**src/rtl/bus_arbiter.sv**
```systemverilog
// bus_arbiter
//   Shares one system bus between two masters, m0 (CPU/control) and m1
//   (video-update/DMA). Arbitration is round-robin with a req/gnt handshake.
//   A tenure is limited to BURST_MAX transfers, but only when the other
//   master is waiting.
//
// Handshake: a master raises mX_req and holds it for the whole burst.
//   mX_gnt rises one cycle after the arbiter samples the request in IDLE.
//   A transfer happens in every cycle where mX_gnt and mX_req are both high.
//   Dropping mX_req ends the tenure; gnt falls on the next cycle.
//   Every handover passes through at least one IDLE cycle with both gnt low.
//
// Optional feature (macro ARB_VSYNC_PRIO_EN):
//   While vsync=1, m1 wins any IDLE tie.
//   Its tenure also ignores BURST_MAX.
//   Without the macro, vsync is ignored.
//
// Ports
//   clk, reset      clock; asynchronous active-low reset
//   vsync           vertical-sync flag from the LCD timing block
//   m0_*/m1_*       req, addr, wdata, rw (1=write) in; gnt, rdata, rvalid out
//   bus_addr/data   address and write data to the decoder (0 when no transfer)
//   bus_rw          write strobe to the peripherals
//   bus_din         read data from the decoder
//   bus_owner       0 = m0, 1 = m1 (meaningful while a gnt is high)
//   state_dbg       current arbiter state (IDLE=0, OWN0=1, OWN1=2)
module bus_arbiter #(
  parameter int AW        = 16,
  parameter int DW        = 8,
  parameter int BURST_MAX = 8
) (
  input  logic          clk,
  input  logic          reset,
  input  logic          vsync,
  input  logic          m0_req,
  input  logic [AW-1:0] m0_addr,
  input  logic [DW-1:0] m0_wdata,
  input  logic          m0_rw,
  output logic          m0_gnt,
  output logic [DW-1:0] m0_rdata,
  output logic          m0_rvalid,
  input  logic          m1_req,
  input  logic [AW-1:0] m1_addr,
  input  logic [DW-1:0] m1_wdata,
  input  logic          m1_rw,
  output logic          m1_gnt,
  output logic [DW-1:0] m1_rdata,
  output logic          m1_rvalid,
  output logic [AW-1:0] bus_addr,
  output logic [DW-1:0] bus_data,
  output logic          bus_rw,
  input  logic [DW-1:0] bus_din,
  output logic          bus_owner,
  output logic [1:0]    state_dbg
);

  typedef enum logic [1:0] {
    IDLE = 2'd0,
    OWN0 = 2'd1,
    OWN1 = 2'd2
  } state_t;

  localparam int            CW   = $clog2(BURST_MAX + 1);
  localparam logic [CW-1:0] BMAX = CW'(BURST_MAX);

  state_t        state, state_next;
  logic          rr_last, rr_last_next;   // last owner; the other master wins a tie
  logic [CW-1:0] burst_cnt, cnt_next, cnt_inc;
  logic          xfer0, xfer1;
  logic          vsync_prio;

`ifdef ARB_VSYNC_PRIO_EN
  assign vsync_prio = vsync;
`else
  logic unused_vsync;
  assign vsync_prio   = 1'b0;
  assign unused_vsync = vsync;
`endif

  // A transfer needs both the grant and a still-asserted request.
  // If req drops while gnt is high, the bus stays quiet.
  assign xfer0 = (state == OWN0) && m0_req;
  assign xfer1 = (state == OWN1) && m1_req;

  // Burst counter value after this cycle's transfer, saturating at BURST_MAX.
  assign cnt_inc = (burst_cnt == BMAX) ? BMAX : burst_cnt + CW'(1);

  always_comb begin
    state_next   = state;
    rr_last_next = rr_last;
    cnt_next     = burst_cnt;
    case (state)
      IDLE: begin
        if (m0_req && m1_req) begin
          state_next = (vsync_prio || !rr_last) ? OWN1 : OWN0;
        end else if (m0_req) begin
          state_next = OWN0;
        end else if (m1_req) begin
          state_next = OWN1;
        end
      end
      OWN0: begin
        if (!m0_req || (cnt_inc == BMAX && m1_req)) begin
          state_next   = IDLE;
          rr_last_next = 1'b0;
          cnt_next     = '0;
        end else begin
          cnt_next = cnt_inc;
        end
      end
      OWN1: begin
        // Under vsync priority, only m1 dropping its request ends the tenure.
        if (!m1_req || (cnt_inc == BMAX && m0_req && !vsync_prio)) begin
          state_next   = IDLE;
          rr_last_next = 1'b1;
          cnt_next     = '0;
        end else begin
          cnt_next = cnt_inc;
        end
      end
      default: begin
        state_next = IDLE;
        cnt_next   = '0;
      end
    endcase
  end

  always_ff @(posedge clk or negedge reset) begin
    if (!reset) begin
      state     <= IDLE;
      rr_last   <= 1'b1;
      burst_cnt <= '0;
    end else begin
      state     <= state_next;
      rr_last   <= rr_last_next;
      burst_cnt <= cnt_next;
    end
  end

  // Read data is captured on the transfer edge and presented for one cycle.
  // rdata keeps its last value between pulses.
  always_ff @(posedge clk or negedge reset) begin
    if (!reset) begin
      m0_rvalid <= 1'b0;
      m1_rvalid <= 1'b0;
      m0_rdata  <= '0;
      m1_rdata  <= '0;
    end else begin
      m0_rvalid <= xfer0 && !m0_rw;
      m1_rvalid <= xfer1 && !m1_rw;
      if (xfer0 && !m0_rw) m0_rdata <= bus_din;
      if (xfer1 && !m1_rw) m1_rdata <= bus_din;
    end
  end

  always_comb begin
    bus_addr = '0;
    bus_data = '0;
    bus_rw   = 1'b0;
    if (xfer0) begin
      bus_addr = m0_addr;
      bus_data = m0_wdata;
      bus_rw   = m0_rw;
    end else if (xfer1) begin
      bus_addr = m1_addr;
      bus_data = m1_wdata;
      bus_rw   = m1_rw;
    end
  end

  assign m0_gnt    = (state == OWN0);
  assign m1_gnt    = (state == OWN1);
  assign bus_owner = (state == OWN1);
  assign state_dbg = state;

endmodule

```
**config.mk**
```make
export PLATFORM = sky130hd
export DESIGN_NAME = bus_arbiter
export DESIGN_NICKNAME = d
export VERILOG_FILES = /design/src/rtl/bus_arbiter.sv
export SDC_FILE = /design/constraint.sdc
export NUM_CORES = 1
export LEC_CHECK = 0
export BUFFER_PORTS_ARGS = -buffer_cell sky130_fd_sc_hd__buf_2
export CAP_MARGIN = 30
export CORE_ASPECT_RATIO = 1.2
export CORE_UTILIZATION = 39
export DETAILED_ROUTE_END_ITERATION = 8
export GPL_ROUTABILITY_DRIVEN = 0
export PLACE_DENSITY = 0.87
export SETUP_SLACK_MARGIN = 0.5
export SYNTH_ARGS = -nofsm -noshare
export SYNTH_HDL_FRONTEND = slang
export SYNTH_SLANG_ARGS = --single-unit
```
**constraint.sdc**
```tcl
create_clock -name clk -period 2.5 [get_ports clk]
set_clock_uncertainty 0.2 [all_clocks]
set_input_delay 0.5 -clock clk [delete_from_list [all_inputs] [get_ports clk]]
set_output_delay 0.5 -clock clk [all_outputs]
set_load 0.02 [all_outputs]
```
* Word level (Yosys, flattened, before mapping)
Cells that the tools add are included.
Operators by class: $add $sub $neg 1, equal/unequal tests 7, muxes and demuxes 20, reductions and logical operators 17
Operator list (count):
- 16-bit 2-to-1 mux | 2
- 8-bit 2-to-1 mux | 2
- 2-bit 2-to-1 mux | 6
- 4-bit 2-to-1 mux | 3
- 4-bit case mux with 3 select lines | 1
- 4-bit == test, second input constant | 2
- 1-bit logical AND | 7
- 2-bit case mux with 3 select lines | 1
- 3-bit AND reduction | 2
- 4-bit by 1-bit adder with 4-bit output, second input constant | 1
- 1-bit logical NOT | 4
- 1-bit 2-to-1 mux | 4
- 2-bit by 1-bit != test with 1-bit output, second input constant | 2
- 4-bit != test, second input constant | 1
- 2-bit by 1-bit == test with 1-bit output, second input constant | 1
- 2-bit == test, second input constant | 1
- 2-bit logical NOT | 1
- 1-bit logical OR | 2
- 1-bit case mux with 2 select lines | 1
- 2-bit nonzero test | 1
Word-level totals: register bits after elaboration 25, input port bits 63

* Logic depth before layout (Yosys ltp)
Gate-level depths: netlist of run 1.
word-level depth 7, depth in mapped cells 8

* Least setup slack after synthesis of run 1
No wires, ideal clock.
path type register to output, start register state[1] (netlist: state_dbg[1]), end output bus_addr[0], arrival 2071 ps, slack -271 ps, cell stages (with the launch flop) 8, buffers on the path 2, cell sequence dfrtp_1 inv_1 ha_1 and2_1 clkbuf_1 nor2_1 clkbuf_1 a22o_1
Between the ends: elaborated cells on any way between the ends 6
RTL lines:
- from (decl) | line 66 | state_t state, state_next;
- from (signal assigned) | line 134 | state <= state_next;
- 2-bit by 1-bit == test with 1-bit output
- net m0_gnt | line 39 | output logic m0_gnt,
- 1-bit logical AND | line 82 | assign xfer0 = (state == OWN0) && m0_req;
- 16-bit 2-to-1 mux | line 160 | if (xfer0) begin
- to (decl) | line 49 | output logic [AW-1:0] bus_addr,
The timed path passes the listed nets, and every way through them passes these cells.

* Worst setup path in the final report of run 1
start register state[1] (netlist: state_dbg[1]), end output bus_rw
Between the ends: word-level cells in the longest chain between the ends 4, elaborated cells on any way between the ends 6
Ends and longest elaborated chain:
- 2-bit == test | line 83 | assign xfer1 = (state == OWN1) && m1_req;
- 1-bit logical AND | line 83
- 1-bit 2-to-1 mux | line 164 | end else if (xfer1) begin
- 1-bit 2-to-1 mux (*) | line 160
- to (decl) | line 51 | output logic bus_rw,
Every way passes the cells marked *; elsewhere a longest branch is shown, timed or not.

==> results.md, run 1 <==
* Congestion Overflow GR at 0
* Seq/Total Area, Yosys at 0.439
* Number of global-route vias before repair at 1,741
* Mean post-synth cell area at 9.51 um^2
* DRC at 12
* Critical Path Stages at 8
* Vias post-DR at 1,784
* DP Area at 0.00223 mm^2
* Total power draw at about 2800 uW
* Worst Hold Class: input port to async pin
* Failing checks: DRC
* Detail Route Antenna Nets at 0
* Post-synth EDFFs at 0
* # hold bufs at CTS at 0
* Number of library cell types mapped by synthesis at 33
* Die Height at 68.2 um
* R2R Setup Slk at 420 ps
* H-tree depth at 1
* Peak supply drop at around 0.70 mV
* Most frequent cells in the layout: 81 x buf_2, 32 x nand2_1, 29 x buf_6
* RSZ-0062 raised after global routing: yes
* Critical path capture point: bus_rw
* Hold slack at 4.39 ps
* Die footprint at between 0.003 and 0.004 mm^2
* Initial antenna violation count at 0
* Cells after Synth at 150
* Global-route wire length before repair at 8490 um
* Post-Syn Area at approximately 0.0014 mm^2
* CP startpoint kind: flop
* Die width at 57.2 um
* Crit path from: state_dbg[1]
* Clock Tree Root: clkbuf_8
* Largest net degree at the start of global routing at 26
* Initial Util at 0.417
* WP data arrival at 1760 ps
* CP Class: flop to output pin
* CP required at between 1500 and 2000 ps
* P_leak at 0.00146 uW
* Commonest non-fill, non-tap cell in the layout: buf_2
* Post-Syn Nets at 218
* Number of diodes at 0
* Final hold viol count at 0
* Port buffer count at about 110
* Max_slew headroom at 0.643
* Worst R2R Path Depth at 5
* Slowest-stage cell, CP: dfrtp_2
* Synth Warn # at 0
* Worst reg2reg path endpoint: state_dbg[1]
* Total track usage at 0.292
* DR vias/cell at 5.70
* Clk slew on worst S/H paths at 80 ps
* Maximum fanout along the worst path at 7
* Final setup fails at 0
* Post-route cell area at approximately 0.0028 mm^2
* Max incr delay on CP at 440 ps
* Fmax at 0.406 GHz
* # IOs at 111
* Status: complete, but fails checks
* Clk_lat worst skew at between 200 and 300 ps
* Filler cell count at approximately 200
* Crit Reg-Reg Startpoint: burst_cnt[3]
* Initial drt markers at 93
* Slew @ Worst Pin at 536 ps
* DRT Wirelength at 5950 um
* Area delta synth->final at 96.8%
* Max-cap viol count at 0
* Power Density at about 990 mW/mm^2
* CP cell instances: buf_4 > ha_4 > nand2_4 > nor2_4 > buf_6 > buf_12 > a22o_1 > buf_6
* CP delay by family, top: buffers and inverters
* Buf/Inv on CP at 4
* Core Rows at 23
* Ys async rst share at 1.00
* DP HPWL at 3510 um
* Final Critical Period at 2460 ps
* Synth Flop Type: dfrtp_1
* Sum Neg Setup Slack at 0 ps
* Final net count at 345
* Final Max Slew Viols at 0
* Core area at between 0.003 and 0.004 mm^2
* Num CTS Buffers at 3
* Fraction of layout cells with a size suffix above 1 at 0.696
* CP dominant cell by count: buf_6
* Critical Path End Type: output pin
* WL/cell at 19.0 um
* Yosys reg bits at 25
* Tcrit/Tclk final at 0.985
* Clk buf depth at 2
* CTS tree: yes
* First-pass iteration count of the detailed router at 6
* Sink Count at 25
-- flip-flops by register name, indices dropped and copies added (netlist names) --
| name | cells |
|---|---|
| m0_rdata | 8 |
| m1_rdata | 8 |
| burst_cnt | 4 |
| state_dbg | 2 |
| m0_rvalid | 1 |
| m1_rvalid | 1 |
| rr_last | 1 |
-- worst reg2reg max path, delay by kind of cell, from the launching register on --
kind | cells | cell delay, ps
buffers and inverters | 1 | 110
DFF | 1 | 440
and+or+nand+nor | 1 | 480
AOI/OAI and AO/OA | 3 | 740
-- how the worst min path moves through the flow --
stage	start	cells past startpoint	slack [ps]	endpoint
6_report	reset	1	4	m0_rdata[7]
5_1_grt	reset	1	50	m0_rdata[7]
4_1_cts	reset	1	30	m0_rdata[7]
3_5_place_dp	m1_rdata[7]	2	260	m1_rdata[7]
3_3_place_gp	m1_rdata[4]	2	260	m1_rdata[4]
2_1_floorplan	reset	0	4	burst_cnt[0]
-- power by group --
part	switching, uW	total (uW)	internal (uW)
Sequential	102	674	572
Clock	124	235	111
Combinational	958	1870	912
Total	1180	2780	1600
-- area by class of cell --
class	instances	area, um^2	area share
sequential	25	632	0.225
tap	37	46.3	0.0165
timing repair buffer	131	1030	0.366
inverter	10	37.5	0.0134
clock inverter	1	5.00	0.00178
multi-input combinational	106	1020	0.362
clock buffer	3	41.3	0.0147
-- cell families after synthesis --
logic type	Yosys count	share of synthesized area
compound gates	39	0.227
simple gates	53	0.167
mux	8	0.0632
xor+xnor	1	0.00614
buf+inv	19	0.0535
flops	25	0.439
fa+ha+maj	5	0.0439
-- metrics by stage --
| stage | util | std cells | setup WS, ps |
|---|---|---|---|
| 3_3_place_gp | 0.653 | 289 | 342 |
| 6_report | 0.820 | 313 | 37.1 |
| 5_1_grt | 0.820 | 313 | -1.31 |
| 3_5_place_dp | 0.653 | 289 | 304 |
| 2_1_floorplan | - | 150 | 319 |
| 4_1_cts | 0.795 | 310 | 80.2 |
-- cells in the mapped netlist, types with 2 or more instances --
cell type / instances / area share
nand2_1: 33 / 0.087
a21oi_1: 3 / 0.011
a22o_1: 25 / 0.15
dfrtp_1: 24 / 0.42
ha_1: 5 / 0.044
o21ai_0: 2 / 0.0070
nand3_1: 7 / 0.025
mux2_2: 8 / 0.063
nand2b_1: 3 / 0.013
clkbuf_1: 7 / 0.018
inv_1: 8 / 0.021
nor2_1: 3 / 0.0079
o22ai_1: 2 / 0.0088
-- layer usage --
metal / vias to the layer above / share of wire / track usage
li1: 789 / - / -
met1: 851 / 0.33 / 0.315
met2: 122 / 0.56 / 0.572
met3: 22 / 0.074 / 0.0510
met4: 0 / 0.037 / 0.107
met5: - / 0 / 0
-- what timing repair did --
item,4_1_cts,5_1_grt
hold endpoints to repair,0,0
endpoints found under the setup margin,39,41
pin swaps,14,5
gates cloned,5,0
buffers inserted,12,3
resized for setup,65,17
No activity file was read; power rests on OpenSTA's default activity.
==> run 2, diff against run 1 <==
CORE_MARGIN = 2   (was unset)
PLACE_DENSITY = 0.76   (was 0.87)
==> run 2 against run 1 <==
  * Worst hold slack gained 4.5 ps
  * Final area shrank 1.6%
  * First-iteration DRC count shrank 27%
  * Critical path depth is the same
  * Fmax grew 1.9%
  * Via count shrank 5.3%
  * The flow now finishes without violations
==> results.md, run 2 (same netlist as run 1, synthesis figures left out) <==
* Status: finished, final reports clean
* Crit path from: state_dbg[1]
* Final Non-Filler Cells at between 300 and 400
* Maximum fanout along the worst path at 4
* Fraction of layout cells with a size suffix above 1 at 0.690
* Fmax at 0.414 GHz
* Worst Hold Class: input port to async pin
* DR vias/cell at around 5.4
* Most frequent cells in the layout: 84 x buf_2, 32 x nand2_1, 29 x buf_6
* Sink Count at 25
* WP data arrival at roughly 1700 ps
* Max-cap viol count at 0
* Seq pwr share at 0.250
* Num CTS Buffers at 3
* CP Class: flop to output pin
* Clk_lat worst skew at roughly 260 ps
* # IOs at 111
* Core area at 0.00357 mm^2
* Worst R2R Path Depth at 5
* Crit Reg-Reg Startpoint: burst_cnt[0]
* P_leak at 0.00144 uW
* # hold bufs at CTS at 0
* Power share of the clock group at 0.089
* Initial Util at 0.399
* RSZ-0062 raised after global routing: yes
* Critical Path End Type: output pin
* Comb power frac at 0.661
* Largest regs: m0_rdata (8), m1_rdata (8), burst_cnt (4)
* Commonest non-fill, non-tap cell in the layout: buf_2
* Port buffer count at roughly 110
* Final core occ at 0.772
* Die width at ~59 um
* Slowest-stage cell, CP: dfrtp_2
* DP Area at roughly 0.0022 mm^2
* Final net count at 343
* Clock Tree Root: clkbuf_8
* Sum Neg Setup Slack at 0 ps
* Critical Path Stages at 8
* Core Rows at 24
* Sw frac at 0.425
* Power Density at 968 mW/mm^2
* Max_slew headroom at 0.637
* Slew @ Worst Pin at 545 ps
* CP startpoint kind: flop
* Global-route wire length before repair at 7940 um
* Congestion Overflow GR at 0
* CP cell instances: inv_2 > ha_4 > and2_4 > nor2_4 > buf_12 > clkbuf_16 > a22o_4 > buf_6
* Net Switching at between 1000 and 1500 uW
* Initial drt markers at 68
* Tcrit/Tclk final at 0.966
* Vias post-DR at 1,689
* First-pass iteration count of the detailed router at 4
* Post-route cell area at approximately 0.0028 mm^2
* Final hold viol count at 0
* DRC at 0
* CP required at 1800 ps
* Largest net degree at the start of global routing at 26
* Final setup fails at 0
* Number of diodes at 0
* Clk slew on worst S/H paths at 90 ps
* WL/cell at 17.6 um
* CP delay by family, top: buffers and inverters
* Number of global-route vias before repair at between 1,500 and 2,000
* Buf/Inv on CP at 4
* Area of the multi-input gates at just over 0.001 mm^2
* Die Height at 70.2 um
* Clk buf depth at 2
* Die footprint at between 0.004 and 0.005 mm^2
* Area delta synth->final at 93.5%
* Total track usage at 0.247
* Final Max Slew Viols at 0
* Filler cell count at 234
* Initial antenna violation count at 0
* Peak supply drop at 0.608 mV
* Max incr delay on CP at around 430 ps
* H-tree depth at 1
* DRT Wirelength at 5510 um
* Placed insts at roughly 300
* Int Pwr at about 1500 uW
* Final Critical Period at 2420 ps
* Register area at 632 um^2
* Detail Route Antenna Nets at 0
* DP HPWL at 3410 um
* CTS tree: yes
[run 2: repair_timing]
item / CTS / global route
endpoints found under the setup margin: 39 / 36
hold endpoints to repair: 0 / 0
pin swaps: 13 / 2
buffers inserted: 12 / 1
gates resized for setup: 59 / 20
cloned: 3 / 1
[run 2: worst paths after layout]
kind	slack [ps]	endpoint
max	80	bus_data[6]
min	9	m0_rdata[1]
max reg2reg	420	rr_last
min reg2reg	270	m1_rdata[4]
max in group asynchronous	1700	burst_cnt[0]
min in group clk	240	m1_rdata[4]
[run 2: layout make-up]
type | instances | share of cell area
Clock inverter | 1 | 0.00181
Clock buffer | 3 | 0.0150
Tap cell | 39 | 0.0177
Sequential cell | 25 | 0.229
Inverter | 10 | 0.0136
Multi-Input combinational cell | 106 | 0.367
Timing Repair Buffer | 129 | 0.356
[run 2: layer usage]
| layer | global-route usage | vias up | wire (um) |
|---|---|---|---|
| met5 | 0 | - | 0 |
| met4 | 0.0682 | 0 | 141 |
| met3 | 0.0389 | 12 | 470 |
| met2 | 0.464 | 99 | 2990 |
| met1 | 0.275 | 791 | 1910 |
| li1 | - | 787 | - |
[run 2: power groups by stage]
stage | logic, uW | registers (uW) | clock network, uW
after floorplan | 784 | 848 | 0
after CTS | 1650 | 665 | 241
after global routing | 1870 | 687 | 256
after detailed placement | 1320 | 672 | 0
after global placement | 1300 | 673 | 0
final | 1770 | 668 | 238
[run 2: through the flow]
| stage | total power, uW | worst slack [ps] | hold slack, ps |
|---|---|---|---|
| after floorplan | 1630 | 319 | 4.41 |
| after global placement | 1970 | 250 | 256 |
| after detailed placement | 2000 | 239 | 258 |
| after CTS | 2550 | 85.0 | 28.6 |
| after global routing | 2810 | 42.5 | 60.3 |
| final | 2670 | 84.0 | 8.93 |
==> run 3, diff against run 2 <==
CORE_UTILIZATION = 35   (was 39)
PLACE_DENSITY = 0.69   (was 0.76)
==> run 3 against run 2 <==
  * Count of clock-buffer cells in the layout stayed put
  * Combinational power is 6% lower
  * Sequential power is 0.7% higher
  * Final cell count is 6.4% higher
  * Critical path depth is 1 lower
  * Register-to-register slack hardly changed
  * First-iteration DRC count is 16% higher
  * Die area is 11% higher
  * Wire length is 2.8% higher
  * Critical path type unchanged
==> results.md, run 3 (same netlist as run 1, synthesis figures left out) <==
* Int Pwr at 1480 uW
* R2R Setup Slk at 430 ps
* Area delta synth->final at 91.3%
* DRC at 0
* Worst R2R Path Depth at 5
* WL/cell at 17.0 um
* Worst Hold Class: input port to async pin
* RSZ-0062 raised after global routing: yes
* Clk slew on worst S/H paths at 90 ps
* Uppermost routed layer: met5
* Commonest non-fill, non-tap cell in the layout: buf_2
* Core Rows at 25
* Vias post-DR at 1,708
* Die width at around 62 um
* Met2 wire len at about 2800 um
* CP required at 1800 ps
* Clk_lat worst skew at 270 ps
* Total track usage at 0.219
* Final net count at between 300 and 400
* Max-cap viol count at 0
* Die footprint at 0.00460 mm^2
* Critical path capture point: bus_data[7]
* Seq pwr share at 0.259
* First-pass iteration count of the detailed router at 4
* # hold bufs at CTS at 0
* Congestion Overflow GR at 0
* Initial antenna violation count at 5
* Final Critical Period at 2450 ps
* Max_slew headroom at 0.612
* Initial Util at 0.362
* Crit Reg-Reg Startpoint: burst_cnt[0]
* WP data arrival at between 1500 and 2000 ps
* Peak supply drop at 0.809 mV
* Sink Count at 25
* Final Non-Filler Cells at 333
* CP Class: flop to output pin
* Fraction of layout cells with a size suffix above 1 at 0.691
* Largest regs: m0_rdata (8), m1_rdata (8), burst_cnt (4)
* Clk buf depth at 2
* P_leak at 0.00142 uW
* Crit path from: state_dbg[1]
* Number of global-route vias before repair at 1,616
* DR vias/cell at between 5 and 6
* Slowest-stage cell, CP: dfrtp_2
* Final Max Slew Viols at 0
* Num CTS Buffers at 3
* Core area at 0.00394 mm^2
* Comb power frac at 0.645
* Tcrit/Tclk final at 0.981
* Final setup fails at 0
* Initial drt markers at 79
* Sw frac at 0.431
* CP cell instances: inv_2 > ha_4 > and2_4 > nor2_4 > buf_12 > a22o_1 > buf_6
* Detail Route Antenna Nets at 0
* Power share of the clock group at 0.096
* Final Worst Setup Slack at just under 50 ps
* H-tree depth at 1
* CTS tree: yes
* Power Density at 951 mW/mm^2
* M1 wire length at 2170 um
* Placed insts at 306
* # IOs at around 110
* Place WS at 142 ps
* Clock Tree Root: clkbuf_8
* Worst reg2reg path endpoint: state_dbg[1]
* Fmax at about 0.41 GHz
* Status: finished, final reports clean
* Largest net degree at the start of global routing at 26
* Net Switching at 1120 uW
* Max incr delay on CP at ~420 ps
* Global-route wire length before repair at around 7900 um
* Met3 routed WL at approximately 650 um
* Critical Path End Type: output pin
* Final hold viol count at 0
* Sum Neg Setup Slack at 0 ps
* DP HPWL at 3790 um
* Die Height at 73.9 um
* Port buffer count at 109
* DRT Wirelength at 5670 um
* Maximum fanout along the worst path at 7
* Slew @ Worst Pin at 583 ps
* CP startpoint kind: flop
* Most frequent cells in the layout: 84 x buf_2, 32 x nand2_1, 30 x buf_6
-- run 3: cell types whose count changed in the layout (fill, tap and decap cells not counted), moves of 2 or more --
cell / before / now
diode_2: 0 / 4
buf_16: 3 / 0
buf_4: 9 / 12
buf_12: 3 / 1
-- run 3: final cells by class --
class | count | area, um^2
Fill cell | 307 | 1210
Multi-Input combinational cell | 107 | 1020
Timing Repair Buffer | 129 | 918
Sequential cell | 25 | 631
Tap cell | 54 | 67.6
Clock buffer | 3 | 41.3
Inverter | 10 | 37.5
Antenna cell | 4 | 10.0
Clock inverter | 1 | 7.51
-- run 3: power by group through the flow --
| stage | Combinational [uW] | Sequential, uW | Clock, uW |
|---|---|---|---|
| after floorplan | 784 | 848 | 0 |
| after global placement | 1290 | 676 | 0 |
| after detailed placement | 1310 | 679 | 0 |
| after CTS | 1500 | 673 | 250 |
| after global routing | 1770 | 700 | 269 |
| final | 1670 | 673 | 250 |
-- run 3: critical path: cells and delay by family, from the launching register on --
| family | cells | cell delay (ps) |
|---|---|---|
| AO/OA/AOI/OAI | 1 | 160 |
| buffers and inverters | 3 | 360 |
| adder cells (fa/ha/maj) | 1 | 170 |
| AND/OR/NAND/NOR | 2 | 370 |
| flip-flops | 1 | 420 |
-- run 3: worst min-delay path by stage --
stage / from / to / slack (ps) / cells past startpoint
2_1_floorplan: reset / burst_cnt[0] / 4 / 0
3_3_place_gp: m1_rdata[3] / m1_rdata[3] / 260 / 2
3_5_place_dp: m1_rdata[3] / m1_rdata[3] / 260 / 2
4_1_cts: reset / m0_rdata[7] / 30 / 1
5_1_grt: reset / m0_rdata[7] / 50 / 1
6_report: reset / m0_rdata[7] / 20 / 1
-- run 3: through the flow --
stage	area, um^2	power [uW]	hold WS [ps]	utilization
after global routing	2730	2740	47.6	0.692
after global placement	2240	1970	256	0.569
final	2730	2600	17.3	0.692
after floorplan	1690	1630	4.41	-
after detailed placement	2240	1990	258	0.569
after CTS	2520	2420	27.1	0.639
-- run 3: layer usage --
layer / vias to the layer above / track usage
met5: - / 0
met4: 2 / 0.0568
met3: 6 / 0.0923
met2: 108 / 0.378
met1: 798 / 0.257
li1: 794 / -
-- run 3: timing repair --
item                       CTS  global route
pin swaps                   12             9
setup buffers                9             6
setup endpoints to repair   39            39
resized for setup           35            38
cloned                       2             2
